`src/rtl/core_axi_pkg.sv`:
```
// Shared AXI read-path types and constant attribute fields for the core's bus-side blocks.
package core_axi_pkg;

    localparam int unsigned AXI_ADDR_W = 32;
    localparam int unsigned AXI_LEN_W  = 4;

    typedef struct packed {
        logic [AXI_ADDR_W-1:0] addr;
        logic [AXI_LEN_W-1:0]  len;
        logic [2:0]            size;
    } ar_req_t;

    typedef enum logic {
        AR_IDLE = 1'b0,
        AR_HOLD = 1'b1
    } ar_state_e;

    localparam logic [1:0] AXI_BURST_INCR = 2'b01;
    localparam logic [1:0] AXI_LOCK_NORM  = 2'b00;
    localparam logic [3:0] AXI_CACHE_DEF  = 4'h0;
    localparam logic [2:0] AXI_PROT_DEF   = 3'h0;

endpackage

```
`src/rtl/core_rr_arbiter.sv`:
```
// Round-robin arbiter: one-hot grant searched from the pointer; pointer moves past the winner on advance.
module core_rr_arbiter #(
    parameter int unsigned N = 2
) (
    input  logic         clk,
    input  logic         rst_n,
    input  logic [N-1:0] req,
    input  logic         adv,
    output logic [N-1:0] grant
);

    localparam int unsigned PW = (N > 1) ? $clog2(N) : 1;

    logic [PW-1:0] ptr_q, ptr_d;
    logic [PW-1:0] win;
    logic          found;

    always_comb begin
        grant = '0;
        found = 1'b0;
        win   = '0;
        for (int unsigned k = 0; k < N; k++) begin
            if (!found && req[(32'(ptr_q) + k) % N]) begin
                found = 1'b1;
                win   = PW'((32'(ptr_q) + k) % N);
            end
        end
        if (found) begin
            grant[win] = 1'b1;
        end
        ptr_d = ptr_q;
        if (adv && found) begin
            ptr_d = (32'(win) + 1 == N) ? '0 : win + PW'(1);
        end
    end

    always_ff @(posedge clk or negedge rst_n) begin
        if (!rst_n) begin
            ptr_q <= '0;
        end else begin
            ptr_q <= ptr_d;
        end
    end

endmodule

```
`src/rtl/core_axi_rd_arbiter.sv`:
```
// Merges per-client AR/R traffic onto one AXI read channel; client index is the AXI ID.
module core_axi_rd_arbiter
    import core_axi_pkg::*;
#(
    parameter int unsigned N_CLIENT = 2,
    parameter int unsigned ADDR_W   = 32,
    parameter int unsigned DATA_W   = 32,
    parameter int unsigned LEN_W    = 4
) (
    input  logic                         clk,
    input  logic                         rst_n,
    input  logic [N_CLIENT-1:0]          c_ar_valid,
    output logic [N_CLIENT-1:0]          c_ar_ready,
    input  logic [N_CLIENT*ADDR_W-1:0]   c_ar_addr,
    input  logic [N_CLIENT*LEN_W-1:0]    c_ar_len,
    input  logic [N_CLIENT*3-1:0]        c_ar_size,
    output logic [N_CLIENT-1:0]          c_r_valid,
    input  logic [N_CLIENT-1:0]          c_r_ready,
    output logic [DATA_W-1:0]            c_r_data,
    output logic [1:0]                   c_r_resp,
    output logic                         c_r_last,
    output logic                         m_ar_valid,
    input  logic                         m_ar_ready,
    output logic [3:0]                   m_ar_id,
    output logic [ADDR_W-1:0]            m_ar_addr,
    output logic [LEN_W-1:0]             m_ar_len,
    output logic [2:0]                   m_ar_size,
    output logic [1:0]                   m_ar_burst,
    output logic [1:0]                   m_ar_lock,
    output logic [3:0]                   m_ar_cache,
    output logic [2:0]                   m_ar_prot,
    input  logic                         m_r_valid,
    output logic                         m_r_ready,
    input  logic [3:0]                   m_r_id,
    input  logic [DATA_W-1:0]            m_r_data,
    input  logic [1:0]                   m_r_resp,
    input  logic                         m_r_last,
    output logic                         err_o
);

    ar_state_e                       state_q, state_d;
    ar_req_t                         ar_q, ar_d;
    logic [3:0]                      id_q, id_d;
    logic [N_CLIENT-1:0]             busy_q, busy_d;
    logic [N_CLIENT-1:0][LEN_W-1:0]  cnt_q, cnt_d;
    logic [N_CLIENT-1:0][LEN_W-1:0]  len_q, len_d;
    logic                            err_q, err_d;

    logic [N_CLIENT-1:0] eligible, grant, sel_hit;
    logic                can_capture, capture;
    logic                sel_busy, sel_ready, r_hs;
    logic [LEN_W-1:0]    sel_cnt, sel_len;

    core_rr_arbiter #(.N(N_CLIENT)) u_rr (
        .clk   (clk),
        .rst_n (rst_n),
        .req   (eligible),
        .adv   (can_capture),
        .grant (grant)
    );

    always_comb begin
        eligible    = c_ar_valid & ~busy_q;
        can_capture = (state_q == AR_IDLE) || m_ar_ready;
        capture     = can_capture && (|eligible);

        sel_hit   = '0;
        sel_cnt   = '0;
        sel_len   = '0;
        for (int unsigned i = 0; i < N_CLIENT; i++) begin
            if (32'(m_r_id) == i) begin
                sel_hit[i] = 1'b1;
                sel_cnt    = cnt_q[i];
                sel_len    = len_q[i];
            end
        end
        sel_busy  = |(sel_hit & busy_q);
        sel_ready = |(sel_hit & c_r_ready);
        // Beats for unknown or idle IDs are swallowed so the bus never stalls on them.
        m_r_ready = sel_busy ? sel_ready : 1'b1;
        r_hs      = m_r_valid && m_r_ready;

        err_d = err_q;
        if (m_r_valid && !sel_busy) begin
            err_d = 1'b1;
        end else if (r_hs && (m_r_last != (sel_cnt == sel_len))) begin
            err_d = 1'b1;
        end

        state_d = state_q;
        ar_d    = ar_q;
        id_d    = id_q;
        busy_d  = busy_q;
        cnt_d   = cnt_q;
        len_d   = len_q;

        for (int unsigned i = 0; i < N_CLIENT; i++) begin
            if (r_hs && sel_hit[i] && busy_q[i]) begin
                cnt_d[i] = cnt_q[i] + LEN_W'(1);
                if (m_r_last) begin
                    busy_d[i] = 1'b0;
                end
            end
            if (capture && grant[i]) begin
                ar_d.addr = AXI_ADDR_W'(c_ar_addr[i*ADDR_W +: ADDR_W]);
                ar_d.len  = AXI_LEN_W'(c_ar_len[i*LEN_W +: LEN_W]);
                ar_d.size = c_ar_size[i*3 +: 3];
                id_d      = 4'(i);
                busy_d[i] = 1'b1;
                cnt_d[i]  = '0;
                len_d[i]  = c_ar_len[i*LEN_W +: LEN_W];
            end
        end

        if (capture) begin
            state_d = AR_HOLD;
        end else if (can_capture) begin
            state_d = AR_IDLE;
        end

        c_ar_ready = (capture && rst_n) ? grant : '0;
    end

    always_ff @(posedge clk or negedge rst_n) begin
        if (!rst_n) begin
            state_q <= AR_IDLE;
            ar_q    <= '0;
            id_q    <= '0;
            busy_q  <= '0;
            cnt_q   <= '0;
            len_q   <= '0;
            err_q   <= 1'b0;
        end else begin
            state_q <= state_d;
            ar_q    <= ar_d;
            id_q    <= id_d;
            busy_q  <= busy_d;
            cnt_q   <= cnt_d;
            len_q   <= len_d;
            err_q   <= err_d;
        end
    end

    assign m_ar_valid = (state_q == AR_HOLD);
    assign m_ar_id    = id_q;
    assign m_ar_addr  = ADDR_W'(ar_q.addr);
    assign m_ar_len   = LEN_W'(ar_q.len);
    assign m_ar_size  = ar_q.size;
    assign m_ar_burst = AXI_BURST_INCR;
    assign m_ar_lock  = AXI_LOCK_NORM;
    assign m_ar_cache = AXI_CACHE_DEF;
    assign m_ar_prot  = AXI_PROT_DEF;

    assign c_r_valid  = {N_CLIENT{m_r_valid}} & sel_hit & busy_q;
    assign c_r_data   = m_r_data;
    assign c_r_resp   = m_r_resp;
    assign c_r_last   = m_r_last;
    assign err_o      = err_q;

endmodule

```
`config.mk`:
```
export PLATFORM = sky130hd
export DESIGN_NAME = core_axi_rd_arbiter
export DESIGN_NICKNAME = d
export VERILOG_FILES = /design/src/rtl/core_axi_pkg.sv /design/src/rtl/core_rr_arbiter.sv /design/src/rtl/core_axi_rd_arbiter.sv
export SDC_FILE = /design/constraint.sdc
export NUM_CORES = 1
export LEC_CHECK = 0
export ABC_AREA = 1
export CORE_MARGIN = 4
export CORE_UTILIZATION = 36
export CTS_CLUSTER_SIZE = 14
export DETAILED_ROUTE_END_ITERATION = 16
export PLACE_DENSITY = 0.81
export SLEW_MARGIN = 30
export SYNTH_ARGS = -nofsm -noshare
export SYNTH_HDL_FRONTEND = slang
export SYNTH_SLANG_ARGS = --single-unit
```
`constraint.sdc`:
```
create_clock -name clk -period 2.1 [get_ports clk]
set_input_delay 0.63 -clock clk [delete_from_list [all_inputs] [get_ports clk]]
set_output_delay 0.63 -clock clk [all_outputs]
set_load 0.1 [all_outputs]
```
# == Word-level counts from Yosys, hierarchy flattened ==
# Index checks and enable logic that the tools add are counted.
# word_totals
ff_bits,64
inputBits,125
output_inout_bits,96
elab_cells,100
# classes
n_addsub,5
order_cmp,4
n_eq_ne,4
mux,37
n_bitwise,7
n_reduce_logical,30
# op_table
op,n
two-way mux 39 bit,2
two-way mux 4 bit,10
"== test 32 x 2 -> 1 bit, second input constant",1
two-way mux 1 bit,22
logical AND 1 bit,14
nonzero test 2 bit,7
AND 2 bit,5
"adder 4 x 1 -> 4 bit, second input constant",2
"< comparator 1 x 2 -> 1 bit, second input constant",3
OR reduction 2 bit,3
"== test 4 x 1 -> 1 bit, second input constant",1
== test 4 bit,1
zero test 4 bit,1
two-way mux 2 bit,2
AND reduction 2 bit,2
"adder 1 bit, second input constant",2
"adder 1 x 1 -> 2 bit, second input constant",1
zero test 1 bit,2
inverter 2 bit,1
demux 1 bit (select 1 bit),1
">= comparator 1 bit, second input constant",1
logical OR 1 bit,1
inequality test 1 bit,1
inverter 1 bit,1

# == Logic depth before layout (Yosys ltp) ==
# logic_depth
ltp_word,16
depth_mapped,12
mapped_depth_nobuf,12

# == Modules after synthesis ==
# From an unflattened synthesis, not the netlist that was laid out.
# hier_totals
hier_cells,433
area_unflattened_um2,3463.3
# modules_own_cells
mod,instances,cells_each,area_each_um2,seq_area_each_um2
core_axi_rd_arbiter,1,425,3403.3,1501.4
core_rr_arbiter,1,8,60.1,25.0

# == Worst setup path after synthesis ==
# Ideal clock, no wire load.
# synth_timing
path_kind,reg-to-output
from,"register state_q, in the netlist m_ar_valid"
to,output c_ar_ready[0]
arrival_ps,2710
required_ps,1470
setup_slack_ps,-1240
path_stages_with_launch,8
path_buffers,0
path_cell_list,dfrtp_1 > inv_1 > nor2_1 > inv_1 > nand2_2 > nor2_2 > inv_2 > nor2_1
# synth_via
elab_chain_len,5
# synth_lines
item,line,source
"start, declared",core_axi_rd_arbiter.sv:41,"ar_state_e state_q, state_d;"
"start signal, assigned",core_axi_rd_arbiter.sv:134,state_q <= state_d;
inverter 1 bit,core_axi_rd_arbiter.sv:64,can_capture = (state_q == AR_IDLE) || m_ar_ready;
logical OR 1 bit,core_axi_rd_arbiter.sv:64,
logical AND 1 bit,core_axi_rd_arbiter.sv:65,capture = can_capture && (|eligible);
logical AND 1 bit,core_axi_rd_arbiter.sv:121,c_ar_ready = (capture && rst_n) ? grant : '0;
two-way mux 2 bit,core_axi_rd_arbiter.sv:121,
"end, declared",core_axi_rd_arbiter.sv:13,"output logic [N_CLIENT-1:0] c_ar_ready,"
# Every way passes these cells.

# == Final worst setup path ==
# layout_timing
from,input m_r_id[3]
to,output m_r_ready
# layout_via
elab_chain_len,5
word_cells_on_any_way,9
classes_between,1 x eq/ne; 3 x mux; 2 x bitwise; 3 x reduce/logical
# layout_lines
item,line,source
"start, declared",core_axi_rd_arbiter.sv:34,"input logic [3:0] m_r_id,"
== test 4 x 1 -> 1 bit or zero test 4 bit (tied branches),core_axi_rd_arbiter.sv:71,if (32'(m_r_id) == i) begin
two-way mux 1 bit,core_axi_rd_arbiter.sv:71,
AND 2 bit (on tied branches),"core_axi_rd_arbiter.sv:78, core_axi_rd_arbiter.sv:77",
OR reduction 2 bit (on tied branches),"core_axi_rd_arbiter.sv:78, core_axi_rd_arbiter.sv:77",
two-way mux 1 bit *,core_axi_rd_arbiter.sv:80,m_r_ready = sel_busy ? sel_ready : 1'b1;
"end, declared",core_axi_rd_arbiter.sv:33,"output logic m_r_ready,"
# Every way passes the cells marked *; elsewhere a longest branch is shown, timed or not.

==> impl_metrics.ini <==
[power_and_ir_drop]
report.power.total_mw = 9.39
power_frac_seq_pct = 23.0
gate_power_share_pct = 64.8
netSwitchingPower_mw = 4.90
worst_ir_drop_vdd_mv = 1.05
pwr_density_cell_nw_per_um2 = 1660
switching_part_of_the_total_pct = 52.2
internal_power_mw = 4.49
power.share.clock_pct = 12.2
leakage_nw = 2.74

[timing]
max_freq_mhz = 448
max_slew.worst_pin.slew_ps = 777
grt_setup_unrepaired = true
hold_violations = 0
timing.clock.skew_ps = 8.11
final-setup-viol-count = 3
layout_setup_ws_ps = -134
slew_violations = 0
min_tclk_post_route_ps = 2230
timing.max_slew.rel_slack_pct = 48.2
min_period_over_period_pct = 106

[clock_tree]
cts_buffer_depth = 2
tritoncts_num_sinks = 61
clkSlewWorstSetupHoldPaths_ps = 70
clock_tree.root_cell = clkbuf_8
cts-buffers-inserted = 9
tritoncts_clock_tree = done
clock_insertion_delay_worst_skew_ps = 330
cts_htree_levels = 3

[floorplan]
coreArea_sq_um = 8890
fp.dieArea_sq_um = 10900
effective_utilization_at_floorplan_pct = 37.6
placementRows = 34
io_pins = 221
floorplan.die.height_microns = 104
fp.dieW_microns = 104

[cells_and_area]
area_delta_synth_final_pct = 69.8
nFillCells = 707
layout_commonest_cell = nand2_1
drive_gt1_share_pct = 27.9
finalNonFillerCells = 682
antennaDiodeCount = 0
final_util_pct = 63.8
mostFrequentLayoutCells = nand2_1, clkdlybuf4s50_1, dfrtp_1, buf_12, nand3_1
nets = 697

[synth]
seq_area_frac_synth_pct = 45.7
synthesis.yosys.warnings = 0
ys_async_sr_fraction_pct = 100
yosys_most_used_dff = dfrtp_1
post_synth_inst_count = 426
synthDistinctLibCells = 24
syn-mean-instance-area_sq_um = 7.84
synth_edf_count = 0
synth_area_sq_um = 3340
synth_seq_cells = 61

[place]
place_inst = 643
detailedPlacementHpwl_microns = 7380
placement.io_buffers = 138
gpl.final_weighted_congestion = 0.758

[critical_path]
cp.arrival_ps = 1600
critPathCaptureType = primary output
crit_path_max_fanout = 3
critPathLaunchType = primary input
timing.setup.critical_path_class = in -> out
critPathRequiredTime_ps = 1470

[grt]
number_of_global_route_vias_before_repair = 3441
overflow = 0
grt_start_max_net_pins = 62
antenna_found_initial = 0
grt_first_pass_wirelength_microns = 16700
grt_use_total_pct = 18.7

[routing]
routed_wire_length_per_instance_microns = 14.9
drt_first_pass_iters = 4
detailroute.via_count = 3292
viasPerCell = 4.83
drt_drc_violations_left = 0
final_wl_microns = 10100
drt-initial-drc-count = 102
drt.antenna.violating_nets = 0

[status]
violated_checks = negative setup slack
run_status = finished with violations

[run]
timing.max_cap.violations = 0

[worst_hold_path]
hold_path_class = in -> async
cells in the mapped netlist, drive strengths merged, types with 2 or more instances:
library cell	instances	area share, %
buf	57	12
a21oi	2	0.30
nor3	3	1.1
clkbuf	7	0.79
conb	2	0.22
nand2	119	14
nand3	45	6.7
xor2	3	0.79
ha	2	0.75
inv	23	2.6
o21ai	56	8.4
dfrtp	61	46
nor2	44	5.8
flip-flops by register name (all words and copies together) (netlist names):
| signal | count |
|---|---|
| err_o | 1 |
| m_ar_size | 3 |
| m_ar_len | 4 |
| busy_q | 2 |
| u_rr.ptr_q | 1 |
| len_q | 8 |
| m_ar_valid | 1 |
| cnt_q | 8 |
| m_ar_id | 1 |
| m_ar_addr | 32 |
through the flow:
step           hold WS, ps  setup TNS, ps  worst slack (ps)  cell area, sq um
2_1_floorplan          334          -2760              -311              3430
3_3_place_gp           463          -8520              -552              5170
3_5_place_dp           466         -10520              -587              5170
4_1_cts                482           -336              -156              5590
5_1_grt                501           -638              -214              5670
6_report               477           -322              -134              5670
timing repair:
action | 4_1_cts | 5_1_grt
pin swaps | 17 | 14
gates resized for setup | 42 | 19
setup endpoints to repair | 6 | 6
endpoints found under the hold margin | 0 | 0
hold buffers | 0 | 0
setup buffers | 19 | 5
power by group through the flow:
stage	Clock [mW]	Sequential (mW)	Combinational, mW
floorplan	0	4.75	1.21
global placement	0	2.15	5.87
detailed placement	0	2.17	5.93
CTS	1.17	2.16	6.06
global route	1.23	2.22	6.31
finish	1.15	2.15	6.08
worst max-delay path: stages:
cell and delay (ps):
buf_6 90, nor2_4 150, nand2_2 80, o22ai_2 160, inv_2 70, nor2_4 120
clkinvlp_4 120, buf_12 170
cell families (layout without fill, tap and decap cells):
kind of cell / count (synthesis) / in the layout / synth area share [%]
simple gates: 212 / 212 / 28.0
xor+xnor: 3 / 3 / 0.787
flops: 61 / 61 / 45.7
buf+inv: 87 / 223 / 15.7
compound gates: 59 / 59 / 8.88
fa+ha+maj: 2 / 2 / 0.749
other cells: 2 / 14 / 0.225
metal layers:
layer	up-vias	track usage (%)	share of wire, %
met5	-	0	0
met4	0	6.84	1.8
met3	25	6.02	7.6
met2	112	34.4	54
met1	1562	19.8	37
li1	1593	-	-
cell type report:
type / instances / area (sq um) / area share, %
timing repair buffer: 185 / 2260 / 39.9
sequential: 61 / 1530 / 27.0
multi-input combinational: 290 / 1440 / 25.3
clock buffer: 10 / 138 / 2.43
tap: 108 / 135 / 2.38
inverter: 23 / 97.6 / 1.72
clock inverter: 5 / 75.1 / 1.32
final timing paths:
check | from | end | slack (ps) | cells past startpoint
min in group clk | len_q[0] | len_q[0] | 480 | 2
min reg2reg | len_q[0] | len_q[0] | 480 | 2
max in group asynchronous | rst_n | m_ar_valid | 1040 | 2
max reg2reg | m_ar_valid | m_ar_valid | 50 | 15
min | rst_n | busy_q[1] | 480 | 2
max | m_r_id[3] | m_r_ready | -130 | 8
(Power assumes the default switching activity.)
